**config.mk**
```make
export PLATFORM = sky130hd
export DESIGN_NAME = float_mul_pipeline
export DESIGN_NICKNAME = d
export VERILOG_FILES = /design/src/rtl/float_pkg.sv /design/src/rtl/float_mul_pipeline_mant.sv /design/src/rtl/float_mul_pipeline.sv
export SDC_FILE = /design/constraint.sdc
export NUM_CORES = 1
export LEC_CHECK = 0
export ABC_AREA = 1
export ABC_CLOCK_PERIOD_IN_PS = 8300
export BUFFER_PORTS_ARGS = -buffer_cell sky130_fd_sc_hd__buf_4
export CORE_ASPECT_RATIO = 1.2
export CORE_UTILIZATION = 23
export CTS_BUF_LIST = sky130_fd_sc_hd__clkbuf_8 sky130_fd_sc_hd__clkbuf_16
export DETAILED_ROUTE_END_ITERATION = 12
export GPL_TIMING_DRIVEN = 0
export PLACE_DENSITY_LB_ADDON = 0.1
export SYNTH_ARGS = -nofsm -noshare
export SYNTH_HDL_FRONTEND = slang
export SYNTH_SLANG_ARGS = --single-unit
```
**constraint.sdc**
```tcl
create_clock -name clk -period 8.3 [get_ports clk]
set_input_delay 1.66 -clock clk [delete_from_list [all_inputs] [get_ports clk]]
set_output_delay 1.66 -clock clk [all_outputs]
set_load 0.02 [all_outputs]
```
**src/rtl/float_pkg.sv**
```systemverilog
// Shared binary32 definitions for the GPU float datapath: field widths,
// exponent bias, the packed float layout and the multiplier FSM states.
package float_pkg;

  localparam int float_width      = 32;
  localparam int float_exp_width  = 8;
  localparam int float_mant_width = 23;
  localparam int float_exp_bias   = 127;

  // Significand including the hidden bit, and the full double-width product.
  localparam int sig_width  = float_mant_width + 1;
  localparam int prod_width = 2 * sig_width;
  localparam int mul_steps  = sig_width;

  typedef struct packed {
    logic                        sign;
    logic [float_exp_width-1:0]  exp;
    logic [float_mant_width-1:0] mant;
  } float_t;

  typedef enum logic [1:0] {
    IDLE,
    MUL,
    NORM
  } state_e;

  // Signed zero or signed infinity with the given sign.
  function automatic float_t float_special(input logic sign, input logic is_inf);
    float_t f;
    f.sign = sign;
    f.exp  = is_inf ? '1 : '0;
    f.mant = '0;
    return f;
  endfunction

endpackage

```
**src/rtl/float_mul_pipeline_mant.sv**
```systemverilog
// 24x24 sequential shift-add significand multiplier. A start pulse loads the
// operands and clears the accumulator; one partial product is added per clock.
// done is high during the final add cycle, so product is complete on the
// cycle after done.
module float_mant_mul_seq
  import float_pkg::*;
(
  input  logic                  clk,
  input  logic                  rst,
  input  logic                  start,
  input  logic [sig_width-1:0]  mcand,
  input  logic [sig_width-1:0]  mplier,
  output logic                  done,
  output logic [prod_width-1:0] product
);

  logic                  busy_q, busy_d;
  logic [4:0]            step_q, step_d;
  logic [prod_width-1:0] mcand_q, mcand_d;
  logic [sig_width-1:0]  mplier_q, mplier_d;
  logic [prod_width-1:0] acc_q, acc_d;

  assign done    = busy_q && (step_q == 5'(mul_steps - 1));
  assign product = acc_q;

  // Next-state: load on start, otherwise one shift-add step while busy.
  always_comb begin
    // NOTE: every variable gets a default first so no path leaves it
    // unassigned; otherwise synthesis infers a latch.
    busy_d   = busy_q;
    step_d   = step_q;
    mcand_d  = mcand_q;
    mplier_d = mplier_q;
    acc_d    = acc_q;
    if (start) begin
      busy_d   = 1'b1;
      step_d   = '0;
      mcand_d  = {{sig_width{1'b0}}, mcand};
      mplier_d = mplier;
      acc_d    = '0;
    end else if (busy_q) begin
      // Multiplicand shifts left and multiplier shifts right, so bit 0 of
      // the multiplier always selects multiplicand<<step.
      if (mplier_q[0]) acc_d = acc_q + mcand_q;
      mcand_d  = mcand_q << 1;
      mplier_d = mplier_q >> 1;
      step_d   = step_q + 5'd1;
      if (done) busy_d = 1'b0;
    end
  end

  // State registers.
  always_ff @(posedge clk or posedge rst) begin
    // NOTE: non-blocking assignments so every flop samples pre-edge values,
    // independent of statement order.
    if (rst) begin
      busy_q   <= 1'b0;
      step_q   <= '0;
      mcand_q  <= '0;
      mplier_q <= '0;
      acc_q    <= '0;
    end else begin
      busy_q   <= busy_d;
      step_q   <= step_d;
      mcand_q  <= mcand_d;
      mplier_q <= mplier_d;
      acc_q    <= acc_d;
    end
  end

endmodule

```
**src/rtl/float_mul_pipeline.sv**
```systemverilog
// Multi-cycle binary32 multiplier with a req/ack handshake.
// Zero/denormal operands complete in one cycle; all others take 25 cycles
// (capture, 24 shift-add steps, normalise).
// Optional macro FLOAT_MUL_RNE_EN: round to nearest even in the NORM cycle
// instead of truncating.
module float_mul_pipeline
  import float_pkg::*;
(
  input  logic                   clk,
  input  logic                   rst,
  input  logic                   req,
  output logic                   ack,
  input  logic [float_width-1:0] a,
  input  logic [float_width-1:0] b,
  output logic [float_width-1:0] out
);

  float_t fa, fb;
  assign fa = a;
  assign fb = b;

  state_e                state_q, state_d;
  logic                  sign_q, sign_d;
  logic [7:0]            ea_q, ea_d;
  logic [7:0]            eb_q, eb_d;
  logic                  zero_q, zero_d;
  float_t                out_q, out_d;
  logic                  ack_q, ack_d;

  logic                  mul_start;
  logic                  mul_done;
  logic [prod_width-1:0] product;
  float_t                norm_res;

  float_mant_mul_seq u_mant_mul (
    .clk     (clk),
    .rst     (rst),
    .start   (mul_start),
    .mcand   ({1'b1, fa.mant}),
    .mplier  ({1'b1, fb.mant}),
    .done    (mul_done),
    .product (product)
  );

  // Normalise, round and range-check the finished product.
  always_comb begin
    logic signed [9:0] exp_base;
    logic signed [9:0] exp_res;
    logic [22:0]       mant;
`ifdef FLOAT_MUL_RNE_EN
    logic              guard;
    logic              sticky;
    logic [23:0]       mant_rnd;
`endif
    exp_base = 10'(ea_q) + 10'(eb_q) - 10'(float_exp_bias);
    if (product[prod_width-1]) begin
      mant    = product[46:24];
      exp_res = exp_base + 10'sd1;
    end else begin
      mant    = product[45:23];
      exp_res = exp_base;
    end
`ifdef FLOAT_MUL_RNE_EN
    guard  = product[prod_width-1] ? product[23] : product[22];
    sticky = product[prod_width-1] ? (|product[22:0]) : (|product[21:0]);
    mant_rnd = {1'b0, mant} + 24'(guard & (sticky | mant[0]));
    // A carry out of the mantissa means 1.111..1 rounded up to 10.0.
    if (mant_rnd[23]) exp_res = exp_res + 10'sd1;
    mant = mant_rnd[22:0];
`endif
    if (zero_q || exp_res <= 10'sd0) begin
      norm_res = float_special(sign_q, 1'b0);
    end else if (exp_res >= 10'sd255) begin
      norm_res = float_special(sign_q, 1'b1);
    end else begin
      norm_res.sign = sign_q;
      norm_res.exp  = exp_res[7:0];
      norm_res.mant = mant;
    end
  end

`ifndef FLOAT_MUL_RNE_EN
  // Bits below the guard position only matter when rounding.
  logic prod_low_unused;
  assign prod_low_unused = |product[22:0];
`endif

  // Handshake FSM: capture in IDLE, iterate in MUL, publish in NORM.
  always_comb begin
    state_d   = state_q;
    sign_d    = sign_q;
    ea_d      = ea_q;
    eb_d      = eb_q;
    zero_d    = zero_q;
    out_d     = out_q;
    ack_d     = 1'b0;
    mul_start = 1'b0;
    unique case (state_q)
      IDLE: begin
        // The ack cycle still belongs to the previous operation.
        if (req && !ack_q) begin
          sign_d = fa.sign ^ fb.sign;
          ea_d   = fa.exp;
          eb_d   = fb.exp;
          if (fa.exp == '0 || fb.exp == '0) begin
            // Denormals flush to zero; NORM publishes the signed zero.
            zero_d  = 1'b1;
            state_d = NORM;
          end else begin
            zero_d    = 1'b0;
            mul_start = 1'b1;
            state_d   = MUL;
          end
        end
      end
      MUL: begin
        if (mul_done) state_d = NORM;
      end
      NORM: begin
        out_d   = norm_res;
        ack_d   = 1'b1;
        state_d = IDLE;
      end
      default: state_d = IDLE;
    endcase
  end

  // State and output registers.
  always_ff @(posedge clk or posedge rst) begin
    if (rst) begin
      state_q <= IDLE;
      sign_q  <= 1'b0;
      ea_q    <= '0;
      eb_q    <= '0;
      zero_q  <= 1'b0;
      out_q   <= '0;
      ack_q   <= 1'b0;
    end else begin
      state_q <= state_d;
      sign_q  <= sign_d;
      ea_q    <= ea_d;
      eb_q    <= eb_d;
      zero_q  <= zero_d;
      out_q   <= out_d;
      ack_q   <= ack_d;
    end
  end

  assign ack = ack_q;
  assign out = out_q;

endmodule

```
==> key figures, run 1 <==
Outcome
  – Outcome: completed

Floorplanning
  – Initial core utilization: 23.4%
  – Core Area: 0.0504 mm2
  – Die Y-Extent: 250 um
  – Top-Level Pins: 100
  – Die width: around 210 um
  – Die area: roughly 0.052 mm2
  – Rows: 90

Worst setup path
  – Worst r2r src: u_mant_mul.mcand_q[0]$_DFFE_PP0P_
  – Setup crit end: u_mant_mul.product[7]$_DFFE_PP0P_
  – Type of origin of the critical path: input port
  – Crit path kind: in -> reg
  – CP Max Fanout: 10
  – R2R Path End: u_mant_mul.product[24]$_DFFE_PP0P_
  – Critical Path AT: around 4.0 ns
  – R2R depth: 13
  – Reg2reg setup slack: 5.20 ns
  – Crit path from: req
  – Critical Path Sink Type: flop
  – Critical Path RT: slightly below 9 ns

Synth
  – Top-count cell post-synth: nand2_1
  – Asr flop ratio synth: 100%
  – Top cell type's share of synthesized area: approximately two fifths
  – Unique masters post-synth: 37
  – Mean Syn Cell Area: about 7 um2
  – Gate Count Post-Synth: approximately 1700
  – Synthesis Warnings: 0
  – Post-synth EDFFs: 0
  – Most frequent cells after synthesis: nand2_1, inv_1, dfrtp_1, nand3_1, o21ai_0
  – Netlist Area Pre-Place: roughly 0.012 mm2
  – Synth area leaders: dfrtp_1, nand2_1, inv_1, nand3_1, ha_1
  – Seq/Total Area, Yosys: between 30% and 40%
  – Area leader, netlist: dfrtp_1
  – FF+latch count, synth: between 150 and 200
  – Mapped Nets: approximately 1800
  – Ys flop type: dfrtp_1

Global route
  – Largest net degree at the start of global routing: between 90 and 100
  – GR met2 Demand/Resource: between 20% and 30%
  – First-pass GRT wire length: 63500 um
  – GRT overflow: 0
  – Routing usage on met3: ~2.5%
  – Top Usage Layer GRT: met2
  – Number of global-route vias before repair: about 11000
  – Total GRT Usage: 15.9%
  – Routing usage on met1: roughly a fifth
  – Initial antenna violation count: 0

Drt
  – DRT iter0 DRCs: around 540
  – Vias: 11158
  – First-pass iteration count of the detailed router: 5
  – Drt via density: 4.48
  – Final ANT Viol Nets: 0
  – Wire per inst: approximately 16 um
  – Residual DRC: 0
  – Post-Route WL: approximately 40000 um

STA
  – Max-slew violations: 0
  – Final period utilization: 43.8%
  – Worst-Margin Slew: between 1 and 1.5 ns
  – Slew HR: a little over a quarter
  – FMAX: approximately 0.28 GHz
  – Min Clock Period, post-route: 3.63 ns
  – Final hold vios: 0
  – Clk_skew: 0.0195 ns
  – Setup violators final: 0
  – RSZ-0062 raised after global routing: false
  – Final TNS setup: 0 ns

Clock network
  – Clock Tree Root: clkbuf_16
  – Clk sink count: around 180
  – H-tree depth: 4
  – CTS tree: done
  – Worst-path clk slew: roughly 0.070 ns
  – Skew-Pair Late Insertion Delay: 0.50 ns
  – Cts hold-fix bufs: 0
  – Post-CTS Setup Inserts: 0
  – CTS Buf Count: 17
  – Deepest clock path buffer count: 2
  – Post-CTS Resized: 0

Placement
  – Gpl congestion: about 0.9
  – Buffers on Ports: 99
  – Total placed instance area: ~0.013 mm2
  – Placed cell count: 2456
  – Post-detail-place hpwl: ~32000 um

Finish
  – Final core utilization: ~28%
  – Fin cells: between 2000 and 2500
  – Storage element area: 0.00448 mm2
  – Layout area overhead: 18.3%
  – Final Instance Area: between 0.01 and 0.015 mm2
  – # nets final: just under 2000
  – Multi-input gate area: between 0.006 and 0.007 mm2
  – Fraction of layout cells with a size suffix above 1: about 9.2%
  – # diodes: 0
  – Filler cell count: roughly 5700

Power and ir drop
  – Internal power: roughly 2700 uW
  – Sequential share of power: approximately 27%
  – Power consumption: 5460 uW
  – Power density over cell area: around 400 mW/mm2
  – Peak supply drop: about 160 uV
  – Leakage: 0.00708 uW
  – Sw Pwr: between 2000 and 3000 uW
  – Switching share of power: 50.8%
  – Combinational power share: just under 60%
  – Clk network pwr share: between 10% and 20%

Flow run
  – Max Cap Violations: 0

Worst hold path
  – Hold Crit Class: reg -> reg
  – Worst hold stages: 1
## stage by stage
| stage | hold WS, ns | setup slack, ns |
|---|---|---|
| floorplan | 0.433 | 1.78 |
| global placement | 0.447 | -1.11 |
| detailed placement | 0.456 | 4.07 |
| CTS | 0.466 | 4.63 |
| global route | 0.496 | 4.45 |
| finish | 0.463 | 4.67 |
## layout make-up
| cell class | instances | area share, % |
|---|---|---|
| clock inverters | 14 | 0.925 |
| well taps | 644 | 5.78 |
| plain buffers | 57 | 2.02 |
| flip-flops and latches | 179 | 32.1 |
| inverters | 237 | 6.44 |
| clock buffers | 18 | 3.15 |
| repair buffers | 100 | 5.53 |
| multi-input cells | 1239 | 44.0 |
## worst max-delay path, cell delays in order
cell and delay, ns:
buf_4 0.08, inv_1 0.03, nor2_1 0.14, nand2_1 0.16, inv_1 0.16, nand2_1 0.39
nand2_1 0.41, clkinv_1 0.39, buf_2 0.37, nand2_1 0.09, o21ai_0 0.08
## worst min path at each step
stage | startpoint | to | slack, ns
final | state_q[1]$_DFFE_PP0P_ | state_q[1]$_DFFE_PP0P_ | 0.46
after global routing | state_q[1]$_DFFE_PP0P_ | state_q[1]$_DFFE_PP0P_ | 0.50
after CTS | state_q[1]$_DFFE_PP0P_ | state_q[1]$_DFFE_PP0P_ | 0.47
after detailed placement | state_q[1]$_DFFE_PP0P_ | state_q[1]$_DFFE_PP0P_ | 0.46
after global placement | state_q[1]$_DFFE_PP0P_ | state_q[1]$_DFFE_PP0P_ | 0.45
after floorplan | state_q[1]$_DFFE_PP0P_ | state_q[1]$_DFFE_PP0P_ | 0.43
## kinds of logic (layout without fill, tap and decap cells)
logic type | Yosys count | after routing | share of synthesized area, %
simple gates | 862 | 862 | 30.3
flops | 179 | 179 | 38.0
buf+inv | 294 | 426 | 9.94
compound gates | 295 | 295 | 13.5
xor+xnor | 16 | 16 | 1.19
fa+ha+maj | 66 | 66 | 7.14
## per-layer routing
| metal | wire, um | up-vias | share of wire (%) |
|---|---|---|---|
| met5 | 0 | - | 0 |
| met4 | 737 | 0 | 1.8 |
| met3 | 1050 | 33 | 2.6 |
| met2 | 19200 | 168 | 48 |
| met1 | 18900 | 5194 | 47 |
| li1 | - | 5763 | - |
## power by group through the flow
stage          Sequential [uW]  Clock, uW  Combinational [uW]
6_report                  1480        817                3160
5_1_grt                   1530        884                3630
4_1_cts                   1490        864                3210
3_5_place_dp              1500          0                3190
3_3_place_gp              1500          0                3180
2_1_floorplan             1460          0                2200
## state kept, by name, summed over array words and instances, names as in the netlist, 2 cells and up
name / flops
u_mant_mul.step_q: 5
out: 32
ea_q: 8
eb_q: 8
u_mant_mul.product: 48
u_mant_mul.mplier_q: 24
u_mant_mul.mcand_q: 48
state_q: 2
## cells in the final DEF, fill, tap and decap left out, types with 3 or more instances in the layout
master and count:
nand2_1 505, inv_1 231, dfrtp_1 179, nand3_1 168, o21ai_0 149, nor2_1 142, buf_4 102, a21oi_1 87
ha_1 64, clkbuf_1 32, a31oi_1 31, clkbuf_16 17, buf_2 15, nor3_1 14, xor2_1 12, nand4_1 10
o21bai_1 9, buf_6 5, nand3b_1 5, nor4_1 5, a21o_1 5, nand2_2 4, xnor2_1 4, clkinv_1 4
clkinvlp_4 4, nor2_2 3, or2_2 3, a22o_1 3, o22ai_1 3, inv_6 3
Power figures use the tool's default switching activity.
==> inputs of run 2 (changes only) <==
--- a/config.mk
+++ b/config.mk
@@ -5,8 +5,8 @@
 export SDC_FILE = /design/constraint.sdc
 export NUM_CORES = 1
 export LEC_CHECK = 0
-export ABC_AREA = 1
-export ABC_CLOCK_PERIOD_IN_PS = 8300
+export ABC_AREA = 0
+export ABC_CLOCK_PERIOD_IN_PS = 3790
 export BUFFER_PORTS_ARGS = -buffer_cell sky130_fd_sc_hd__buf_4
 export CORE_ASPECT_RATIO = 1.2
 export CORE_UTILIZATION = 23
==> constraint.sdc (replaced) <==
create_clock -name clk -period 3.79 [get_ports clk]
set_input_delay 0.758 -clock clk [delete_from_list [all_inputs] [get_ports clk]]
set_output_delay 0.758 -clock clk [all_outputs]
set_load 0.02 [all_outputs]
==> run 2 against run 1 <==
  * Sequential power rose by 120%
  * Synthesized cell count fell by 30%
  * Clock skew fell by 0.0062 ns
  * Hold slack got worse by 0.093 ns
  * Sequential cell count did not move
  * Clock power rose by 130%
  * Non-clock buffer count rose by 15
  * Clock-buffer cell count fell by 1
  * Power rose by 120%
  * Setup slack got worse by 4.4 ns
  * Cell count fell by 21%
  * Combinational power rose by 120%
  * Critical endpoint is now u_mant_mul.product[30]$_DFFE_PP0P_
==> key figures, run 2 <==
Synth
  – Synth Area in Compound Gates: 17.0% (was 13.5%)
  – Post-synthesis xor/xnor area fraction: 4.03% (was 1.19%)
  – Synth area leaders: dfrtp_1, mux2i_1, ha_1, nand2_1, o21ai_0 (was dfrtp_1, nand2_1, inv_1, nand3_1, ha_1)
  – Post-synth EDFFs: 0 (unchanged)
  – Largest family of logic cells by synthesized area: compound AO/OA/AOI/OAI gates (was simple AND/OR/NAND/NOR gates)
  – Gate Count Post-Synth: 1196 (was 1712)
  – Ys flop type: dfrtp_1 (unchanged)
  – Mapped Nets: 1329 (was 1845)
  – Asr flop ratio synth: 100% (unchanged)
  – Mux contribution to synthesized area: 11.0% (was 0%)
  – Top-count cell post-synth: dfrtp_1 (was nand2_1)
  – FF+latch count, synth: 179 (unchanged)
  – Top cell type's share of synthesized area: 40.7% (was 38.0%)
  – Mean Syn Cell Area: 9.21 um2 (was 6.88 um2)
  – Synthesis Warnings: 0 (unchanged)
  – Fraction of the mapped netlist area in adder cells: 7.64% (was 7.14%)
  – Unique masters post-synth: 79 (was 37)
  – Netlist Area Pre-Place: 0.0110 mm2 (was 0.0118 mm2)
  – Seq/Total Area, Yosys: 40.7% (was 38.0%)
  – Synthesized-area fraction occupied by and/or/nand/nor cells: 16.0% (was 30.3%)
  – Most frequent cells after synthesis: dfrtp_1, nand2_1, o21ai_0, mux2i_1 (was nand2_1, inv_1, dfrtp_1, nand3_1, o21ai_0)
  – Area leader, netlist: dfrtp_1 (unchanged)

Worst setup path
  – Reg2reg setup slack: 0.23 ns (was 5.20 ns)
  – Type of origin of the critical path: flop (was input port)
  – Critical Path Sink Type: flop (unchanged)
  – Crit path kind: reg -> reg (was in -> reg)
  – Crit path from: u_mant_mul.mcand_q[0]$_DFFE_PP0P_ (was req)
  – Critical Path AT: 3.90 ns (was 3.98 ns)
  – CP Max Fanout: 5 (was 10)
  – Setup crit end: u_mant_mul.product[30]$_DFFE_PP0P_ (was u_mant_mul.product[7]$_DFFE_PP0P_)
  – R2R depth: 12 (was 13)
  – Worst r2r src: u_mant_mul.mcand_q[0]$_DFFE_PP0P_ (unchanged)
  – Critical Path RT: 4.13 ns (was 8.65 ns)
  – R2R Path End: u_mant_mul.product[30]$_DFFE_PP0P_ (was u_mant_mul.product[24]$_DFFE_PP0P_)

Floorplanning
  – Die Y-Extent: 242 um (was 250 um)
  – Initial core utilization: 23.4% (about the same)
  – Die width: 202 um (was 209 um)
  – Rows: 87 (was 90)
  – Top-Level Pins: 100 (unchanged)
  – Core Area: 0.0471 mm2 (was 0.0504 mm2)
  – Die area: 0.0487 mm2 (was 0.0521 mm2)

Placement
  – Gpl congestion: 0.796 (was 0.904)
  – Worst slack at placement: -0.709 ns (was 4.07 ns)
  – Post-detail-place hpwl: 26100 um (was 32100 um)
  – Buffers on Ports: 99 (unchanged)

Power and ir drop
  – Peak supply drop: 389 uV (was 163 uV)
  – Leakage: 0.00627 uW (was 0.00708 uW)
  – Power density over cell area: 905 mW/mm2 (was 392 mW/mm2)
  – Power consumption: 12100 uW (was 5460 uW)

STA
  – Slew HR: 36.6% (was 26.3%)
  – Clk_skew: 0.0133 ns (was 0.0195 ns)
  – PnR worst setup slack: 0.230 ns (was 4.67 ns)
  – Worst-Margin Slew: 0.951 ns (was 1.09 ns)
  – Min Clock Period, post-route: around 3.6 ns
  – Hold WS: 0.370 ns (was 0.463 ns)
  – RSZ-0062 raised after global routing: false (unchanged)
  – Final hold vios: 0 (unchanged)
  – Setup violators final: 0 (unchanged)
  – Max-slew violations: 0 (unchanged)
  – FMAX: 0.281 GHz
  – Final period utilization: between 90 and 100%

Clock network
  – H-tree depth: 4 (unchanged)
  – Cts hold-fix bufs: 0 (unchanged)
  – Worst-path clk slew: 0.08 ns (was 0.07 ns)
  – Clk sink count: 179 (unchanged)
  – CTS Buf Count: 17 (unchanged)
  – Skew-Pair Late Insertion Delay: 0.46 ns (was 0.50 ns)
  – CTS tree: done (unchanged)
  – Deepest clock path buffer count: 2 (unchanged)
  – Clock Tree Root: clkbuf_16 (unchanged)

Finish
  – Filler cell count: 5033 (was 5701)
  – # diodes: 0 (unchanged)
  – Fraction of layout cells with a size suffix above 1: 14.9% (was 9.22%)
  – Layout area overhead: 21.3% (was 18.3%)
  – # nets final: 1455 (was 1964)
  – Commonest non-fill, non-tap cells in the layout: dfrtp_1, nand2_1, o21ai_0 (was nand2_1, inv_1, dfrtp_1)
  – Final core utilization: 28.3% (was 27.6%)
  – Most common cell after layout, fill and taps aside: dfrtp_1 (was nand2_1)

Drt
  – DRT iter0 DRCs: 332 (was 537)
  – Residual DRC: 0 (unchanged)
  – First-pass iteration count of the detailed router: 4 (was 5)
  – Post-Route WL: 33900 um (was 39900 um)
  – Vias: 8932 (was 11158)
  – Wire per inst: 17.3 um (was 16.1 um)
  – Drt via density: 4.56 (was 4.48)
  – Final ANT Viol Nets: 0 (unchanged)

Worst hold path
  – Hold Crit Class: in -> async (was reg -> reg)

Global route
  – Initial antenna violation count: 0 (unchanged)
  – GRT overflow: 0 (unchanged)
  – First-pass GRT wire length: 54200 um (was 63500 um)
  – Total GRT Usage: 14.4% (was 15.9%)
  – Largest net degree at the start of global routing: 40 (was 94)
  – Number of global-route vias before repair: 9268 (was 11178)

Flow run
  – Max Cap Violations: 0 (unchanged)

Outcome
  – Outcome: completed (unchanged)
[run 2: area by class of cell]
| type | count | area [um2] | area share [%] |
|---|---|---|---|
| inverters | 27 | 105 | 0.787 |
| multi-input cells | 925 | 6180 | 46.3 |
| well taps | 623 | 779 | 5.84 |
| flip-flops and latches | 179 | 4480 | 33.5 |
| repair buffers | 107 | 866 | 6.48 |
| clock buffers | 17 | 425 | 3.19 |
| clock inverters | 15 | 189 | 1.41 |
| plain buffers | 65 | 328 | 2.45 |
[run 2: power breakdown]
| group | switching (uW) | total, uW | leakage, uW | internal [uW] |
|---|---|---|---|---|
| sequential | 614 | 3320 | 0.00231 | 2710 |
| combinational | 4130 | 6890 | 0.00366 | 2760 |
| clock | 923 | 1880 | 0.000296 | 952 |
| total | 5670 | 12100 | 0.00627 | 6420 |
[run 2: how the worst min path moves through the flow]
| stage | start | endpoint | slack, ns |
|---|---|---|---|
| 4_1_cts | rst | out[1]$_DFFE_PP0P_ | 0.37 |
| 3_5_place_dp | out[24]$_DFFE_PP0P_ | out[24]$_DFFE_PP0P_ | 0.47 |
| 3_3_place_gp | out[25]$_DFFE_PP0P_ | out[25]$_DFFE_PP0P_ | 0.47 |
| 5_1_grt | rst | out[1]$_DFFE_PP0P_ | 0.40 |
| 2_1_floorplan | zero_q$_DFFE_PP0P_ | zero_q$_DFFE_PP0P_ | 0.47 |
| 6_report | rst | out[4]$_DFFE_PP0P_ | 0.37 |
[run 2: cell families (layout without fill, tap and decap cells)]
group,after synthesis,in the layout
compound gates,304,304
mux,119,119
simple gates,387,387
xor+xnor,49,49
flops,179,179
buf+inv,92,231
fa+ha+maj,66,66
[run 2: per-stage QoR]
step           instance area (um2)  TNS [ns]  cells
2_1_floorplan                11000         0   1196
3_3_place_gp                 12500   -198.24   1918
3_5_place_dp                 12600    -51.76   1923
4_1_cts                      13300         0   1956
5_1_grt                      13400         0   1958
6_report                     13400         0   1958
[run 2: layer usage]
metal  track usage (%)  wire length (um)  up-vias
met3              1.99               829       19
met5                 0                 0        -
met1              19.1             16300     4269
met4              4.23               443        0
met2              24.1             16400      124
li1                  -                 -     4520
[run 2: what timing repair did]
| item | in CTS | in global routing |
|---|---|---|
| pin swaps | 1 | 2 |
| resized for setup | 11 | 16 |
| buffers inserted | 1 | 2 |
| hold endpoints to repair | 0 | 0 |
| setup endpoints to repair | 103 | 32 |
[run 2: critical path, cell delays in order, from the launching register on]
cell       delay, ns
dfrtp_1         0.38
ha_1            0.20
inv_1           0.07
fa_1            0.39
nor2b_1         0.23
o2111ai_1       0.20
a21oi_1         0.28
o31ai_1         0.24
o21a_1          0.27
o31a_1          0.42
o311ai_1        0.44
mux2i_1         0.24
nand3_1         0.08
